[config.mk]
export PLATFORM = sky130hd
export DESIGN_NAME = seven_seg_scan_ctrl
export DESIGN_NICKNAME = d
export VERILOG_FILES = /design/src/rtl/seven_seg_scan_ctrl.sv
export SDC_FILE = /design/constraint.sdc
export NUM_CORES = 1
export LEC_CHECK = 0
export CAP_MARGIN = 20
export CORE_ASPECT_RATIO = 0.9
export CORE_MARGIN = 4
export CORE_UTILIZATION = 45
export CTS_CLUSTER_DIAMETER = 60
export DETAILED_ROUTE_END_ITERATION = 10
export PLACE_DENSITY = 0.67
export SETUP_SLACK_MARGIN = 0.02
export SLEW_MARGIN = 5
export SYNTH_ARGS = -nofsm -noshare
export SYNTH_HDL_FRONTEND = slang
export SYNTH_SLANG_ARGS = --single-unit
[constraint.sdc]
create_clock -name clk -period 2.4 [get_ports clk]
set_input_delay 0.48 -clock clk [delete_from_list [all_inputs] [get_ports clk]]
set_output_delay 0.48 -clock clk [all_outputs]
set_load 0.01 [all_outputs]
[src/rtl/seven_seg_scan_ctrl.sv]
// Multiplexed 4-digit common-anode scan controller sharing one 7-seg decoder.
// Optional leading-zero suppression is built when LZ_BLANK_EN is defined.
module seven_seg_scan_ctrl #(
  parameter int SCAN_DIV    = 50000,
  parameter int DEAD_CYCLES = 16
) (
  input  logic        clk,
  input  logic        reset,
  input  logic        load,
  input  logic [15:0] value,
  input  logic [3:0]  digit_en,
  output logic [3:0]  bin_out,
  output logic [3:0]  an,
  output logic        blank,
  output logic        frame_sync
);

  localparam int CW = $clog2(SCAN_DIV);

  typedef enum logic {DEAD, SHOW} state_e;

  // A zero-length dead time means every slot opens directly in SHOW.
  localparam state_e SLOT_START = (DEAD_CYCLES == 0) ? SHOW : DEAD;

  logic [CW-1:0] cnt_q, cnt_d;
  logic [1:0]    idx_q, idx_d;
  logic [15:0]   shd_q, shd_d;
  logic [15:0]   disp_q, disp_d;
  state_e        state_q, state_d;

  logic [3:0]    bin_q, bin_d;
  logic [3:0]    an_q, an_d;
  logic          blank_q, blank_d;
  logic          fsync_q, fsync_d;

  logic          slot_last;
  logic          frame_wrap;
  logic [3:0]    en_eff;

  assign slot_last  = (cnt_q == CW'(SCAN_DIV - 1));
  assign frame_wrap = slot_last && (idx_q == 2'd3);

  always_ff @(posedge clk) begin
    if (reset) begin
      state_q <= SLOT_START;
    end else begin
      state_q <= state_d;
    end
  end

  always_comb begin
    state_d = state_q;
    if (slot_last) begin
      state_d = SLOT_START;
    end else if (DEAD_CYCLES > 0 && cnt_q == CW'(DEAD_CYCLES - 1)) begin
      state_d = SHOW;
    end
  end

  // Loading on the frame edge passes the new value straight into disp.
  always_comb begin
    cnt_d  = slot_last ? '0 : cnt_q + 1'b1;
    idx_d  = slot_last ? idx_q + 2'd1 : idx_q;
    shd_d  = load ? value : shd_q;
    disp_d = frame_wrap ? shd_d : disp_q;
  end

`ifdef LZ_BLANK_EN
  always_comb begin
    en_eff = digit_en & {|disp_q[15:12], |disp_q[15:8], |disp_q[15:4], 1'b1};
  end
`else
  always_comb begin
    en_eff = digit_en;
  end
`endif

  always_comb begin
    bin_d   = disp_q[{idx_q, 2'b00} +: 4];
    an_d    = 4'b1111;
    blank_d = 1'b1;
    fsync_d = frame_wrap;
    if (state_q == SHOW && en_eff[idx_q]) begin
      an_d[idx_q] = 1'b0;
      blank_d     = 1'b0;
    end
  end

  always_ff @(posedge clk) begin
    if (reset) begin
      cnt_q   <= '0;
      idx_q   <= 2'd0;
      shd_q   <= 16'h0000;
      disp_q  <= 16'h0000;
      bin_q   <= 4'h0;
      an_q    <= 4'b1111;
      blank_q <= 1'b1;
      fsync_q <= 1'b0;
    end else begin
      cnt_q   <= cnt_d;
      idx_q   <= idx_d;
      shd_q   <= shd_d;
      disp_q  <= disp_d;
      bin_q   <= bin_d;
      an_q    <= an_d;
      blank_q <= blank_d;
      fsync_q <= fsync_d;
    end
  end

  assign bin_out    = bin_q;
  assign an         = an_q;
  assign blank      = blank_q;
  assign frame_sync = fsync_q;

endmodule

==> key figures, run 1 <==
Status
  • Outcome: finished, final reports clean

Logic synthesis
  • Syn Inst Count: between 200 and 250
  • Ys async rst share: 0
  • Share of the synthesized area in the top cell type: 0.484
  • Yosys warns: 0
  • Top_reg_cell synth: dfxtp_1
  • Syn Nets: 264
  • Largest area contributor in the netlist: dfxtp_1
  • Sequential cell area fraction in the yosys report: 0.484
  • Cell with the most instances after synthesis: dfxtp_1
  • Cell variety after synth: 34
  • Number of synthesized flops with an enable pin: 0
  • Top cells by count, synth: dfxtp_1 (61), nor2_1 (35), nor2b_1 (21)
  • Yosys reg bits: 61
  • Post-Syn Area: 0.00252 sq mm
  • Syn avg cell area: 10.7 sq um
  • Ranking of synthesized cells by area: dfxtp_1 (48%), mux2i_1 (7.1%), mux2_2 (5.8%)

Clock network
  • Post-CTS resize count: 0
  • Clock latency on the worst-skew pair: 0.33 ns
  • Worst-path clk slew: roughly 0.060 ns
  • Longest Clk Path Bufs: 2
  • Root buf cell: clkbuf_8
  • CTS HTree Levels: 3
  • Hold Buf Count CTS: 0
  • CTS tree: yes
  • Post-CTS setup buffer count: 0
  • CTS Buf Count: 9
  • Sink Count: 61

STA
  • Final period util: 0.831
  • Final Setup Violations: 0
  • RSZ-0062 raised after global routing: no
  • Min cycle time layout: 1.99 ns
  • Fin Clk Skew: approximately 0.0085 ns
  • Final max-slew violation count: 0
  • Fmax: between 500 and 600 MHz
  • Max-slew headroom: 0.627
  • Tightest hold margin: 0.473 ns
  • Setup total negative slack: 0 ns
  • Final hold vios: 0
  • Worst-Margin Slew: 0.558 ns

Routing
  • Post-route DRC: 0
  • Vias: 1685
  • Drt wl/cell: 12.4 microns
  • Routed Antenna Nets: 0
  • Number of DRC markers in iteration 0: between 50 and 60
  • Post-Route WL: 4.27 mm
  • Vias per cell: around 5
  • Drt first pass iters: 4

Cells and area
  • Layout cells sized above 1: 0.163
  • Layout area overhead: 23.4%
  • Finished layout cell area: 0.00311 sq mm
  • Layout net count: 299
  • # diodes: 0

Power and ir drop
  • P_leak: 1.23 nW
  • PD cells: 690 mW/mm^2
  • Peak supply drop: 366 uV

Floorplan
  • Num ports: 33
  • Die ar.: 0.00687 sq mm
  • Die height: 79.0 microns
  • Die W: 86.9 microns
  • Row count: 25
  • Core Area: 0.00535 sq mm
  • Initial Utilization: 0.471

Global routing
  • First-pass GRT wire length: 7.25 mm
  • Total Routing Usage GR: 0.138
  • Largest net degree at the start of global routing: 37
  • Antenna violations before repair: 0
  • Gr ovfl total: 0
  • Vias in the first global route: 1556

Critical path
  • Worst Setup Start Kind: flop
  • Crit path DAT: 2.20 ns
  • CP Max Fanout: 17
  • Endpoint type of the worst setup path: flop
  • Setup Crit Path Kind: reg2reg
  • Req. time, crit path: 2.60 ns

Placed design
  • Dpl hpwl: approximately 2.9 mm
  • RD Place Congestion: around 0.74
  • Port bufs: 32
  • Cell Area, Placed: approximately 0.0029 sq mm

Hold path
  • Hold crit path type: reg2reg

Run
  • Max-cap violations: 0
## per-stage QoR
step                      setup WS (ns)  std cells  utilization  total power (W)
final                             0.406        343        0.582          0.00215
after global routing              0.299        343        0.582          0.00224
after CTS                         0.397        343        0.582          0.00218
after detailed placement          0.411        327        0.539          0.00116
after global placement            0.438        327        0.539          0.00116
after floorplan                   0.439        236            -          0.00112
## path summary, 6_finish.rpt
check / from / cells past startpoint / slack (ns) / end
min reg2reg: state_q / 2 / 0.47 / state_q
min: state_q / 2 / 0.47 / state_q
max: cnt_q[4] / 4 / 0.41 / cnt_q[12]
max reg2reg: cnt_q[4] / 4 / 0.41 / cnt_q[12]
## state kept, by name (all words and copies together) (netlist names)
register	count
cnt_q	16
state_q	1
disp_q	16
blank	1
shd_q	16
bin_out	4
frame_sync	1
an	4
idx_q	2
## placed cells by master (no fill, tap or decap), drive strengths merged, types with 2 or more instances in the layout
cell type	n
ha	5
xor2	4
clkinv	2
clkbuf	12
mux4	4
and4	2
dfxtp	61
clkdlybuf4s50	32
nor4	4
buf	5
inv	6
a21oi	2
nand4	6
xnor2	10
or4	3
bufinv	2
mux2	16
nand2	8
nor2b	21
mux2i	18
nor3	5
nand3	5
nor2	35
## power by group
part	internal [W]	total, W	switching [W]
logic	0.0000568	0.0000991	0.0000423
clock network	0.000638	0.00101	0.000368
registers	0.00103	0.00104	0.00000833
## cells by family (layout without fill, tap and decap cells)
logic type	Yosys count	in the layout	share of synthesized area
DFF	61	61	0.484
xor gates and xnor gates	14	14	0.0486
AOI/OAI and AO/OA	5	5	0.0134
muxes	38	38	0.183
and+or+nand+nor	94	94	0.201
buffers and inverters	19	59	0.0447
adders and majority gates	5	5	0.0248
## routing by layer
| layer | up-vias | share of wire | track usage |
|---|---|---|---|
| met1 | 760 | 0.45 | 0.168 |
| met4 | 0 | 0.022 | 0.0748 |
| met2 | 34 | 0.45 | 0.210 |
| met3 | 11 | 0.074 | 0.0529 |
| li1 | 880 | - | - |
| met5 | - | 0 | 0 |
## worst max-delay path: stages, from the launching register on
cell and delay, ns:
dfxtp_1 0.36, or4_4 0.56, or4_4 0.57, nand2b_2 0.29, nor2_1 0.09
## layout make-up
type | count | area [sq um]
Timing Repair Buffer | 37 | 370
Sequential cell | 61 | 1220
Tap cell | 67 | 83.8
Clock inverter | 4 | 70.1
Clock buffer | 12 | 155
Multi-Input combinational cell | 156 | 1190
Inverter | 6 | 22.5
Fill cell | 460 | 2240
No activity file was read; power rests on OpenSTA's default activity.
==> inputs of run 2 (changes only) <==
==> constraint.sdc (replaced) <==
create_clock -name clk -period 2 [get_ports clk]
set_input_delay 0.4 -clock clk [delete_from_list [all_inputs] [get_ports clk]]
set_output_delay 0.4 -clock clk [all_outputs]
set_load 0.01 [all_outputs]
==> key figures, run 2 (synthesis gave the netlist of run 1 again) <==
Status
  • Outcome: finished, final reports clean (unchanged)

Routing
  • Routed Antenna Nets: 0 (unchanged)
  • Number of DRC markers in iteration 0: 63 (was 59)
  • Vias: 1748 (was 1685)
  • Vias per cell: 4.97 (was 4.91)
  • Drt first pass iters: 4 (unchanged)
  • Post-route DRC: 0 (unchanged)
  • Drt wl/cell: 12.7 microns (was 12.4 microns)
  • Post-Route WL: 4.46 mm (was 4.27 mm)

Cells and area
  • Layout cells sized above 1: 0.189 (was 0.163)
  • # diodes: 0 (unchanged)
  • Layout net count: 308 (was 299)
  • Commonest non-fill, non-tap cell in the layout: dfxtp_1 (unchanged)
  • Layout area overhead: 26.7% (was 23.4%)
  • Commonest non-fill, non-tap cells in the layout: dfxtp_1 (61), nor2_1 (35), clkdlybuf4s50_1 (32), nor2b_1 (21), mux2i_1 (18) (unchanged)
  • Biggest regs: cnt_q: 16 flops, disp_q: 16 flops, shd_q: 16 flops (unchanged)

Placed design
  • Worst slack at placement: 0.0307 ns (was 0.411 ns)
  • RD Place Congestion: 0.803 (was 0.741)
  • Port bufs: 32 (unchanged)
  • Dpl hpwl: 3.09 mm (was 2.89 mm)

STA
  • Final setup margin: 0.148 ns (was 0.406 ns)
  • Final period util: 0.926 (was 0.831)
  • Min cycle time layout: 1.85 ns (was 1.99 ns)
  • Max-slew headroom: 0.742 (was 0.627)
  • Fmax: 540 MHz (was 501 MHz)
  • RSZ-0062 raised after global routing: no (unchanged)
  • Worst-Margin Slew: 0.383 ns (was 0.558 ns)
  • Final hold vios: 0 (unchanged)
  • Setup total negative slack: 0 ns (unchanged)
  • Fin Clk Skew: 0.00898 ns (was 0.00850 ns)
  • Final Setup Violations: 0 (unchanged)
  • Final max-slew violation count: 0 (unchanged)

Power and ir drop
  • Peak supply drop: 363 uV (was 366 uV)
  • P_leak: 1.28 nW (was 1.23 nW)
  • Final Total Pwr: 0.00250 W (was 0.00215 W)
  • P_int: 0.00199 W (was 0.00173 W)
  • Comb power frac: 0.049 (was 0.046)
  • Clock power frac: 0.450 (was 0.469)
  • PD cells: 781 mW/mm^2 (was 690 mW/mm^2)
  • Sw Share: 0.204 (was 0.195)
  • Sequential share of power: 0.500 (was 0.485)
  • Psw: 0.000509 W (was 0.000419 W)

Hold path
  • Hold crit path type: reg2reg (unchanged)
  • Hold depth: 2 (unchanged)

Global routing
  • Total Routing Usage GR: 0.146 (was 0.138)
  • First-pass GRT wire length: 7.65 mm (was 7.25 mm)
  • Vias in the first global route: 1637 (was 1556)
  • Antenna violations before repair: 0 (unchanged)
  • Gr ovfl total: 0 (unchanged)
  • Largest net degree at the start of global routing: 37 (unchanged)

Floorplan
  • Die W: 86.9 microns (unchanged)
  • Initial Utilization: 0.471 (unchanged)
  • Num ports: 33 (unchanged)
  • Row count: 25 (unchanged)
  • Die ar.: 0.00687 sq mm (unchanged)
  • Die height: 79.0 microns (unchanged)
  • Core Area: 0.00535 sq mm (unchanged)

Clock network
  • CTS tree: yes (unchanged)
  • Sink Count: 61 (unchanged)
  • Root buf cell: clkbuf_8 (unchanged)
  • CTS Buf Count: 9 (unchanged)
  • Clock latency on the worst-skew pair: 0.33 ns (about the same)
  • Post-CTS resize count: 0 (unchanged)
  • Worst-path clk slew: 0.06 ns (about the same)
  • CTS HTree Levels: 3 (unchanged)
  • Hold Buf Count CTS: 0 (unchanged)
  • Post-CTS setup buffer count: 0 (unchanged)
  • Longest Clk Path Bufs: 2 (unchanged)

Critical path
  • Endpoint type of the worst setup path: flop (unchanged)
  • Setup Crit Path Kind: reg2reg (unchanged)
  • Crit path DAT: 2.06 ns (was 2.20 ns)
  • Req. time, crit path: 2.21 ns (was 2.60 ns)
  • Worst Setup Start Kind: flop (unchanged)
  • Cells on worst reg2reg path: 4 (unchanged)
  • CP Max Fanout: 17 (unchanged)

Run
  • Max-cap violations: 0 (unchanged)
-- run 2: cell count changes in the layout (fill, tap and decap cells not counted), sizes merged --
cell,previous run,this run
buf,5,14
clkinv,2,1
clkinvlp,0,1
bufinv,2,1
clkbuf,12,13
-- run 2: power by group through the flow --
stage	sequential (W)	combinational, W	clock [W]
floorplan	0.00127	0.0000673	0
global placement	0.00127	0.000123	0
detailed placement	0.00128	0.000124	0
CTS	0.00125	0.000125	0.00116
global route	0.00125	0.000137	0.00122
finish	0.00125	0.000123	0.00112
-- run 2: cell type report --
| type | instances | area, sq um |
|---|---|---|
| Multi-Input combinational cell | 156 | 1190 |
| Inverter | 6 | 22.5 |
| Tap cell | 67 | 83.8 |
| Clock buffer | 13 | 169 |
| Timing Repair Buffer | 46 | 463 |
| Clock inverter | 3 | 42.5 |
| Fill cell | 456 | 2150 |
| Sequential cell | 61 | 1220 |
-- run 2: critical path, cell delays in order, from the launching register on --
cell and delay [ns]:
dfxtp_1 0.32, or4_4 0.54, or4_4 0.58, nand2b_4 0.21, nor2_1 0.09
-- run 2: final timing paths --
path	startpoint	to	slack, ns
hold / removal	state_q	state_q	0.47
setup reg to reg	cnt_q[4]	cnt_q[10]	0.15
hold reg to reg	state_q	state_q	0.47
setup / recovery	cnt_q[4]	cnt_q[10]	0.15
-- run 2: metal layers --
metal | global-route usage | vias up | part of all wire
met5 | 0 | - | 0
met4 | 0.0794 | 0 | 0.022
met3 | 0.0519 | 10 | 0.066
met2 | 0.222 | 37 | 0.45
met1 | 0.180 | 801 | 0.46
li1 | - | 900 | -
-- run 2: per-stage QoR --
step | area, sq um | instances | util | hold slack [ns]
4_1_cts | 3190 | 352 | 0.596 | 0.472
5_1_grt | 3190 | 352 | 0.597 | 0.507
3_3_place_gp | 2980 | 336 | 0.557 | 0.450
2_1_floorplan | 2520 | 236 | - | 0.426
6_report | 3190 | 352 | 0.597 | 0.467
3_5_place_dp | 2980 | 336 | 0.557 | 0.463
